[src/rtl/sd_uart_cmd_sequencer.sv]
// Host-UART to SD-driver command sequencer: parses 'W'/'R' + address, relays block data, returns status.
// Optional feature: define SEQ_CHECKSUM_EN for XOR checksum bytes on reads and writes.
module sd_uart_cmd_sequencer #(
  parameter int unsigned BLOCK_BYTES    = 512,
  parameter int unsigned TIMEOUT_CYCLES = 50_000_000
) (
  input  logic        CLOCK50,
  input  logic        RESET,
  input  logic        H_RX_STB,
  input  logic [7:0]  H_RX_DAT,
  output logic        H_RX_ACK,
  output logic        H_TX_STB,
  output logic [7:0]  H_TX_DAT,
  input  logic        H_TX_ACK,
  output logic        WR_STB,
  output logic [31:0] WR_ADDR,
  input  logic        WR_ACK,
  output logic        WD_STB,
  output logic [7:0]  WD_DATA,
  input  logic        WD_ACK,
  output logic        RD_STB,
  output logic [31:0] RD_ADDR,
  input  logic        RD_ACK,
  input  logic        RES_STB,
  input  logic [7:0]  RES_DATA,
  output logic        RES_ACK,
  output logic        BUSY
);

  localparam int unsigned CntW = $clog2(BLOCK_BYTES + 1);
  localparam int unsigned TmoW = $clog2(TIMEOUT_CYCLES + 1);
  localparam logic [CntW-1:0] CntFull = CntW'(BLOCK_BYTES);
  localparam logic [CntW-1:0] CntAddrLast = CntW'(3);
  localparam logic [TmoW-1:0] TmoLast = TmoW'(TIMEOUT_CYCLES - 1);

  localparam logic [7:0] OpWrite   = 8'h57;
  localparam logic [7:0] OpRead    = 8'h52;
  localparam logic [7:0] StatOk    = 8'h4B;
  localparam logic [7:0] StatTmo   = 8'hEE;
  localparam logic [7:0] StatBadOp = 8'h3F;
`ifdef SEQ_CHECKSUM_EN
  localparam logic [7:0] StatSumErr = 8'hE5;
`endif

  typedef enum logic [3:0] {
    StIdle, StOpc, StAddr, StWrReq, StWrData, StRdReq, StRdData, StStat
`ifdef SEQ_CHECKSUM_EN
    , StRdSum, StWrSum
`endif
  } state_e;

  state_e          r_state, w_state;
  logic [7:0]      r_op, w_op;
  logic [31:0]     r_addr, w_addr;
  logic [CntW-1:0] r_cnt, w_cnt, w_cnt_inc;
  logic [TmoW-1:0] r_tmo, w_tmo;
  logic [7:0]      r_status, w_status;
  logic            r_rx_ack, w_rx_ack;
  logic            w_hs, w_timed;
`ifdef SEQ_CHECKSUM_EN
  logic [7:0]      r_sum, w_sum;
`endif

  assign w_cnt_inc = r_cnt + CntW'(1);
  assign BUSY      = (r_state != StIdle);
  assign WR_ADDR   = (r_state == StWrReq) ? r_addr : 32'h0;
  assign RD_ADDR   = (r_state == StRdReq) ? r_addr : 32'h0;

  always_comb begin
    w_state  = r_state;
    w_op     = r_op;
    w_addr   = r_addr;
    w_cnt    = r_cnt;
    w_tmo    = r_tmo;
    w_status = r_status;
    w_rx_ack = 1'b0;
    w_hs     = 1'b0;
    w_timed  = 1'b0;
`ifdef SEQ_CHECKSUM_EN
    w_sum    = r_sum;
`endif
    H_RX_ACK = 1'b0;
    H_TX_STB = 1'b0;
    H_TX_DAT = 8'h00;
    WR_STB   = 1'b0;
    WD_STB   = 1'b0;
    WD_DATA  = 8'h00;
    RD_STB   = 1'b0;
    RES_ACK  = 1'b0;

    unique case (r_state)
      StIdle: begin
        // Ack is registered so it is a one-cycle pulse per byte and zero under reset.
        H_RX_ACK = r_rx_ack;
        if (H_RX_STB && r_rx_ack) begin
          w_op    = H_RX_DAT;
          w_state = StOpc;
        end else begin
          w_rx_ack = H_RX_STB;
        end
      end
      StOpc: begin
        w_cnt = '0;
        w_tmo = '0;
`ifdef SEQ_CHECKSUM_EN
        w_sum = 8'h00;
`endif
        if (r_op == OpWrite || r_op == OpRead) begin
          w_state = StAddr;
        end else begin
          w_status = StatBadOp;
          w_state  = StStat;
        end
      end
      StAddr: begin
        w_timed  = 1'b1;
        H_RX_ACK = r_rx_ack;
        if (H_RX_STB && r_rx_ack) begin
          w_hs   = 1'b1;
          w_addr = {r_addr[23:0], H_RX_DAT};
          if (r_cnt == CntAddrLast) begin
            w_cnt   = '0;
            w_state = (r_op == OpWrite) ? StWrReq : StRdReq;
          end else begin
            w_cnt = w_cnt_inc;
          end
        end else begin
          w_rx_ack = H_RX_STB;
        end
      end
      StWrReq: begin
        w_timed = 1'b1;
        WR_STB  = 1'b1;
        if (WR_ACK) begin
          w_hs    = 1'b1;
          w_state = StWrData;
        end
      end
      StWrData: begin
        w_timed  = 1'b1;
        WD_STB   = H_RX_STB;
        WD_DATA  = H_RX_DAT;
        H_RX_ACK = WD_ACK;
        if (H_RX_STB && WD_ACK) begin
          w_hs = 1'b1;
`ifdef SEQ_CHECKSUM_EN
          w_sum = r_sum ^ H_RX_DAT;
`endif
          if (w_cnt_inc == CntFull) begin
            w_cnt = '0;
`ifdef SEQ_CHECKSUM_EN
            w_state = StWrSum;
`else
            w_status = StatOk;
            w_state  = StStat;
`endif
          end else begin
            w_cnt = w_cnt_inc;
          end
        end
      end
      StRdReq: begin
        w_timed = 1'b1;
        RD_STB  = 1'b1;
        if (RD_ACK) begin
          w_hs    = 1'b1;
          w_state = StRdData;
        end
      end
      StRdData: begin
        w_timed  = 1'b1;
        H_TX_STB = RES_STB;
        H_TX_DAT = RES_DATA;
        RES_ACK  = H_TX_ACK;
        if (RES_STB && H_TX_ACK) begin
          w_hs = 1'b1;
`ifdef SEQ_CHECKSUM_EN
          w_sum = r_sum ^ RES_DATA;
`endif
          if (w_cnt_inc == CntFull) begin
            w_cnt = '0;
`ifdef SEQ_CHECKSUM_EN
            w_state = StRdSum;
`else
            w_state = StIdle;
`endif
          end else begin
            w_cnt = w_cnt_inc;
          end
        end
      end
      StStat: begin
        H_TX_STB = 1'b1;
        H_TX_DAT = r_status;
        if (H_TX_ACK) w_state = StIdle;
      end
`ifdef SEQ_CHECKSUM_EN
      StRdSum: begin
        w_timed  = 1'b1;
        H_TX_STB = 1'b1;
        H_TX_DAT = r_sum;
        if (H_TX_ACK) begin
          w_hs    = 1'b1;
          w_state = StIdle;
        end
      end
      StWrSum: begin
        w_timed  = 1'b1;
        H_RX_ACK = r_rx_ack;
        if (H_RX_STB && r_rx_ack) begin
          w_hs     = 1'b1;
          w_status = (H_RX_DAT == r_sum) ? StatOk : StatSumErr;
          w_state  = StStat;
        end else begin
          w_rx_ack = H_RX_STB;
        end
      end
`endif
      default: w_state = StIdle;
    endcase

    // A handshake in the expiry cycle wins; otherwise all strobes drop next cycle.
    if (w_timed) begin
      if (w_hs) begin
        w_tmo = '0;
      end else if (r_tmo == TmoLast) begin
        w_tmo    = '0;
        w_rx_ack = 1'b0;
        w_status = StatTmo;
        w_state  = StStat;
      end else begin
        w_tmo = r_tmo + TmoW'(1);
      end
    end
  end

  always_ff @(posedge CLOCK50 or negedge RESET) begin
    if (!RESET) begin
      r_state  <= StIdle;
      r_op     <= 8'h00;
      r_addr   <= 32'h0;
      r_cnt    <= '0;
      r_tmo    <= '0;
      r_status <= 8'h00;
      r_rx_ack <= 1'b0;
`ifdef SEQ_CHECKSUM_EN
      r_sum    <= 8'h00;
`endif
    end else begin
      r_state  <= w_state;
      r_op     <= w_op;
      r_addr   <= w_addr;
      r_cnt    <= w_cnt;
      r_tmo    <= w_tmo;
      r_status <= w_status;
      r_rx_ack <= w_rx_ack;
`ifdef SEQ_CHECKSUM_EN
      r_sum    <= w_sum;
`endif
    end
  end

endmodule

[config.mk]
export PLATFORM = sky130hd
export DESIGN_NAME = sd_uart_cmd_sequencer
export DESIGN_NICKNAME = d
export VERILOG_FILES = /design/src/rtl/sd_uart_cmd_sequencer.sv
export SDC_FILE = /design/constraint.sdc
export NUM_CORES = 1
export LEC_CHECK = 0
export ABC_AREA = 0
export BUFFER_PORTS_ARGS = -buffer_cell sky130_fd_sc_hd__buf_4
export CAP_MARGIN = 20
export CORE_AREA = 3 3 98 100
export DETAILED_ROUTE_END_ITERATION = 6
export DIE_AREA = 0 0 101 103
export PLACE_DENSITY_LB_ADDON = 0.25
export SLEW_MARGIN = 20
export SYNTH_ARGS = -nofsm -noshare
export SYNTH_HDL_FRONTEND = slang
export SYNTH_SLANG_ARGS = --single-unit
[constraint.sdc]
create_clock -name CLOCK50 -period 6.25 [get_ports CLOCK50]
set_input_delay 0 -clock CLOCK50 [delete_from_list [all_inputs] [get_ports CLOCK50]]
set_output_delay 0 -clock CLOCK50 [all_outputs]
set_load 0.05 [all_outputs]
### After elaboration in Yosys (flattened, before gate mapping)

Index checks and enable logic that the tools add are counted.

* add/subtract/negate cells: 2
* muxes and demuxes: 55
* equality and inequality tests: 15
* reduce and logical (&&, ||, !) cells: 13

Operators by type and width (number)
* $mux 26: 4
* $mux 32: 2
* $mux 8: 7
* $mux 4: 13
* $mux 10: 5
* $pmux 10 s4: 1
* $pmux 4 s8: 1
* $pmux 8 s2: 2
* $add 26x1->26 const B: 1
* $eq 26x26->1 const B: 1
* $eq 4x3->1 const B: 4
* $eq 8x7->1 const B: 2
* $mux 1: 15
* $add 10x1->10 const B: 1
* $eq 10x10->1 const B: 1
* $eq 10x2->1 const B: 1
* $eq 4x2->1 const B: 2
* $reduce_bool 4->1: 2
* $mux 3: 2
* $ne 2x2->1 const B: 3
* $pmux 1 s5: 1
* $reduce_or 5->1: 1
* $eq 4x1->1 const B: 1
* $logic_not 4->1: 1
* other kinds (7): 11

* word-level logic and storage cells: 92
* flip-flop bits (word level): 89
* input bits: 24
* output and inout bits: 87

### Depth between registers and ports, before layout

* depth after elaboration: 8
* gate-level depth with buffers: 8
* mapped depth without buffers: 6

### Worst setup path before layout

OpenSTA, ideal clock, no wires.

* path type: reg2reg
* from: reg r_state[1]
* to: reg r_op[0]
* slack: 3986 ps
* cell stages (with the launch flop): 6
* clock period less this slack: 2264 ps
* path buffers: 2
* setup time: 128 ps
* data arrival time: 2137 ps
* data required time: 6122 ps
* cell sequence: dfrtp_1 > clkbuf_1 > or4_1 > or2_1 > buf_2 > mux2_1

* longest elaborated chain between the ends: 2

Ends and longest elaborated chain
* start: declaration: line 52 `state_e r_state, w_state;`
* start signal: assignment: line 239 `r_state <= StIdle;`
* start signal: assignment: line 250 `r_state <= w_state;`
* $logic_not 4->1: line 91 `unique case (r_state)`
* $reduce_and 2->1 (no line)
* end signal: assignment: line 251 `r_op <= w_op;`
* end: declaration: line 53 `logic [7:0] r_op, w_op;`

No other way between the ends.
A chain may end at the register's enable or synchronous reset.

### Worst setup path in the final report

* from: reg r_state[2]
* to: reg r_cnt[1]

* longest elaborated chain between the ends: 3
* elaborated cells between the ends (all ways): 10
* classes of those cells: 7 x eq/ne; 1 x mux; 2 x reduce/logical

Ends and longest elaborated chain
* $eq 4x3->1, or another cell as far along: line 91
* $reduce_bool 4->1 (no line) / $ne 2x2->1 (equally long branches)
* $reduce_and 4->1 (no line)
* end signal: assignment: line 253 `r_cnt <= w_cnt;`
* end: declaration: line 55 `logic [CntW-1:0] r_cnt, w_cnt, w_cnt_inc;`

Parallel ways exist; a longest one is shown, timed or not.

==> flow_summary.json <==
{
  "hold_viol_final": 0,
  "drc": 0,
  "antenna_found_initial": 0,
  "crit_required_ps": 6450,
  "maxClockFrequency_mhz": 338,
  "root_buffer": "clkbuf_8",
  "startpoint": "r_state[2]",
  "nets": 661,
  "netlist_area_sq_um": 5220,
  "boundaryPins": 111,
  "clk_latency_ps": 350,
  "synth_warnings": 0,
  "crit_slowest_cell": "nor4bb_2",
  "synth-seq-area-share_pct": 42.6,
  "final_common_cell": "buf_4",
  "rr_worst_depth": 5,
  "wl_met2_um": 6390,
  "hold_path.class": "input port to flip-flop",
  "vias": 4584,
  "portBuffers": 110,
  "outcome": "finished, final reports clean",
  "cts_resized": 0,
  "cp_slowest_stage_delay_ps": 1050,
  "tightest_slew_ps": 1080,
  "met3_length_um": 919,
  "timing.rr.start": "r_state[2]",
  "cts.sinks": 89,
  "critical_path.endpoint_type": "flip-flop",
  "layout_common_cells": "buf_4 (116), dfrtp_1 (89), and2_1 (82)",
  "syn_nets": 561,
  "drv_cap": 0,
  "cts_buffers": 9,
  "drt-initial-drc-count": 396,
  "syn_inst": 534,
  "rows": 34,
  "cts_tree": "done",
  "drt-met1-wl_um": 5490,
  "instances_no_fill": 746,
  "synth_cell_type_count": 66,
  "dr.pass1.iters": 5,
  "synthToLayoutAreaGrowth_pct": 22.1,
  "slew_headroom_pct": 27.3,
  "cts.clk_slew.worst_paths_ps": 90,
  "avgSynthCellArea_sq_um": 9.78,
  "grt_max_degree": 67,
  "arrival_ps": 3160,
  "criticalPathCategory": "flip-flop to flip-flop",
  "crit_chain": "nor4bb_2 -> a221oi_2 -> nand2_1 -> mux2i_1 -> a21oi_1",
  "die_h_um": 103,
  "grt_pass1_wl_um": 20800,
  "start_util_pct": 59.6,
  "top_layer": "met4",
  "tns_ps": 0,
  "antenna_cells": 0,
  "first_global_vias": 4213,
  "grtUsageTotal_pct": 24.9,
  "async_flop_share_pct": 100,
  "powerDensity_nw_per_um2": 219,
  "fill_cells": 635,
  "min_period_ps": 2960,
  "ir_drop_mv": 0.159,
  "clk_path_buf_depth": 2,
  "drive_gt1_share_pct": 27.3,
  "ys_ff_latch": 89,
  "hold_start": "H_TX_ACK",
  "ys.flop_type": "dfrtp_1",
  "whs_ps": 35.6,
  "p_leak_nw": 2.89,
  "finalClockSkew_ps": 16.3,
  "synth_edf_count": 0,
  "post-route-period-util_pct": 47.4,
  "finalSetupViolations": 0,
  "coreArea_sq_um": 8760,
  "wl_per_cell_um": 17.4,
  "wl_um": 12900,
  "placed_cells": 721,
  "hpwl_um": 9180,
  "avgViaCountPerCell": 6.14,
  "htree_num_levels": 3,
  "slew_violations": 0,
  "gp_congestion": 0.907,
  "grt-ovfl-total": 0,
  "crit_fanout": 26,
  "rsz0062_at_grt": "no",
  "holdPathStages": 4,
  "die_w_um": 101,
  "start_kind": "flip-flop",
  "dieArea_sq_um": 10400,
  "antenna_left": 0
}
[worst max-delay path, delay by kind of cell, from the launching register on]
kind	cells	cell delay [ps]
AND/OR/NAND/NOR	2	1330
flip-flops	1	880
AO/OA/AOI/OAI	2	370
multiplexers	1	220
[sequential cells by signal (all words and copies together) (netlist names)]
signal,cells
r_cnt,10
r_addr,32
r_tmo,26
r_op,8
r_rx_ack,1
r_state,4
r_status,8
[kinds of logic after synthesis]
kind of cell               Yosys count  synth area share [%]
other                                1                0.0718
xor gates and xnor gates            13                  2.18
AOI/OAI and AO/OA                  102                  14.3
and+or+nand+nor                    237                  26.9
adders and majority gates            3                 0.719
DFF                                 89                  42.6
muxes                               43                  9.20
buffers and inverters               46                  4.00
[cell type report]
cell class,count,area (sq um),share of cell area [%]
Tap cell,108,135,2.12
Inverter,9,33.8,0.530
Multi-Input combinational cell,399,2800,43.9
Sequential cell,89,2230,34.9
Timing Repair Buffer,126,971,15.2
Clock inverter,5,81.3,1.27
Clock buffer,10,128,2.00
[worst paths after layout]
kind                          endpoint  slack (ps)
max                           r_cnt[1]        3290
min                         r_state[2]          40
max reg2reg                   r_cnt[1]        3290
min reg2reg                r_status[1]         490
max in group asynchronous     r_tmo[4]        5050
min in group asynchronous      r_op[6]          80
[where the power goes]
group / total (mW) / internal, mW / switching [mW]
clock: 0.421 / 0.223 / 0.198
combinational: 0.243 / 0.111 / 0.132
sequential: 0.733 / 0.648 / 0.0845
[synth_stat cells, types with 3 or more instances]
master    instances  area (sq um)
a211oi_1          4          30.0
a21oi_1          17          85.1
a22o_1            9          78.8
a31oi_1          25           156
and2_1           82           513
and3_1            5          31.3
and4_1            5          43.8
buf_2            17          85.1
clkbuf_1         18          67.6
dfrtp_1          89          2230
ha_1              3          37.5
inv_1             9          33.8
mux2_1            8          90.1
mux2_2           32           360
mux2i_1           3          30.0
nand2_1          30           113
nand2b_1          5          31.3
nand3_1          19          95.1
nand3b_1         10          75.1
nand4_1          16           100
nor2_1           14          52.6
nor2b_1           3          18.8
nor3_1           14          70.1
nor4_1            8          50.1
o21ai_0           5          25.0
o21ai_1           7          35.0
o22ai_1           5          31.3
o31ai_1           3          22.5
or3_1             6          37.5
or4_1             4          30.0
xnor2_1           5          43.8
xor2_1            8          70.1
[layer usage]
layer	track usage (%)	vias to the layer above
li1	-	2156
met1	33.3	2210
met2	42.8	202
met3	3.11	16
met4	7.87	0
met5	0	-
[through the flow]
step                utilization, %  area [sq um]  setup slack (ps)  power [mW]
floorplan                        -          5220              3990       0.895
global placement              69.2          6070              3460       0.964
detailed placement            69.3          6070              3350       0.979
CTS                           72.8          6380              3340        1.40
global route                  72.8          6380              3030        1.47
finish                        72.8          6380              3290        1.40
[what timing repair did]
action | in CTS | in global routing
hold buffers | 10 | 0
hold endpoints to repair | 40 | 0
setup buffers | 0 | 0
setup endpoints to repair | 0 | 0
Power figures use the tool's default switching activity.
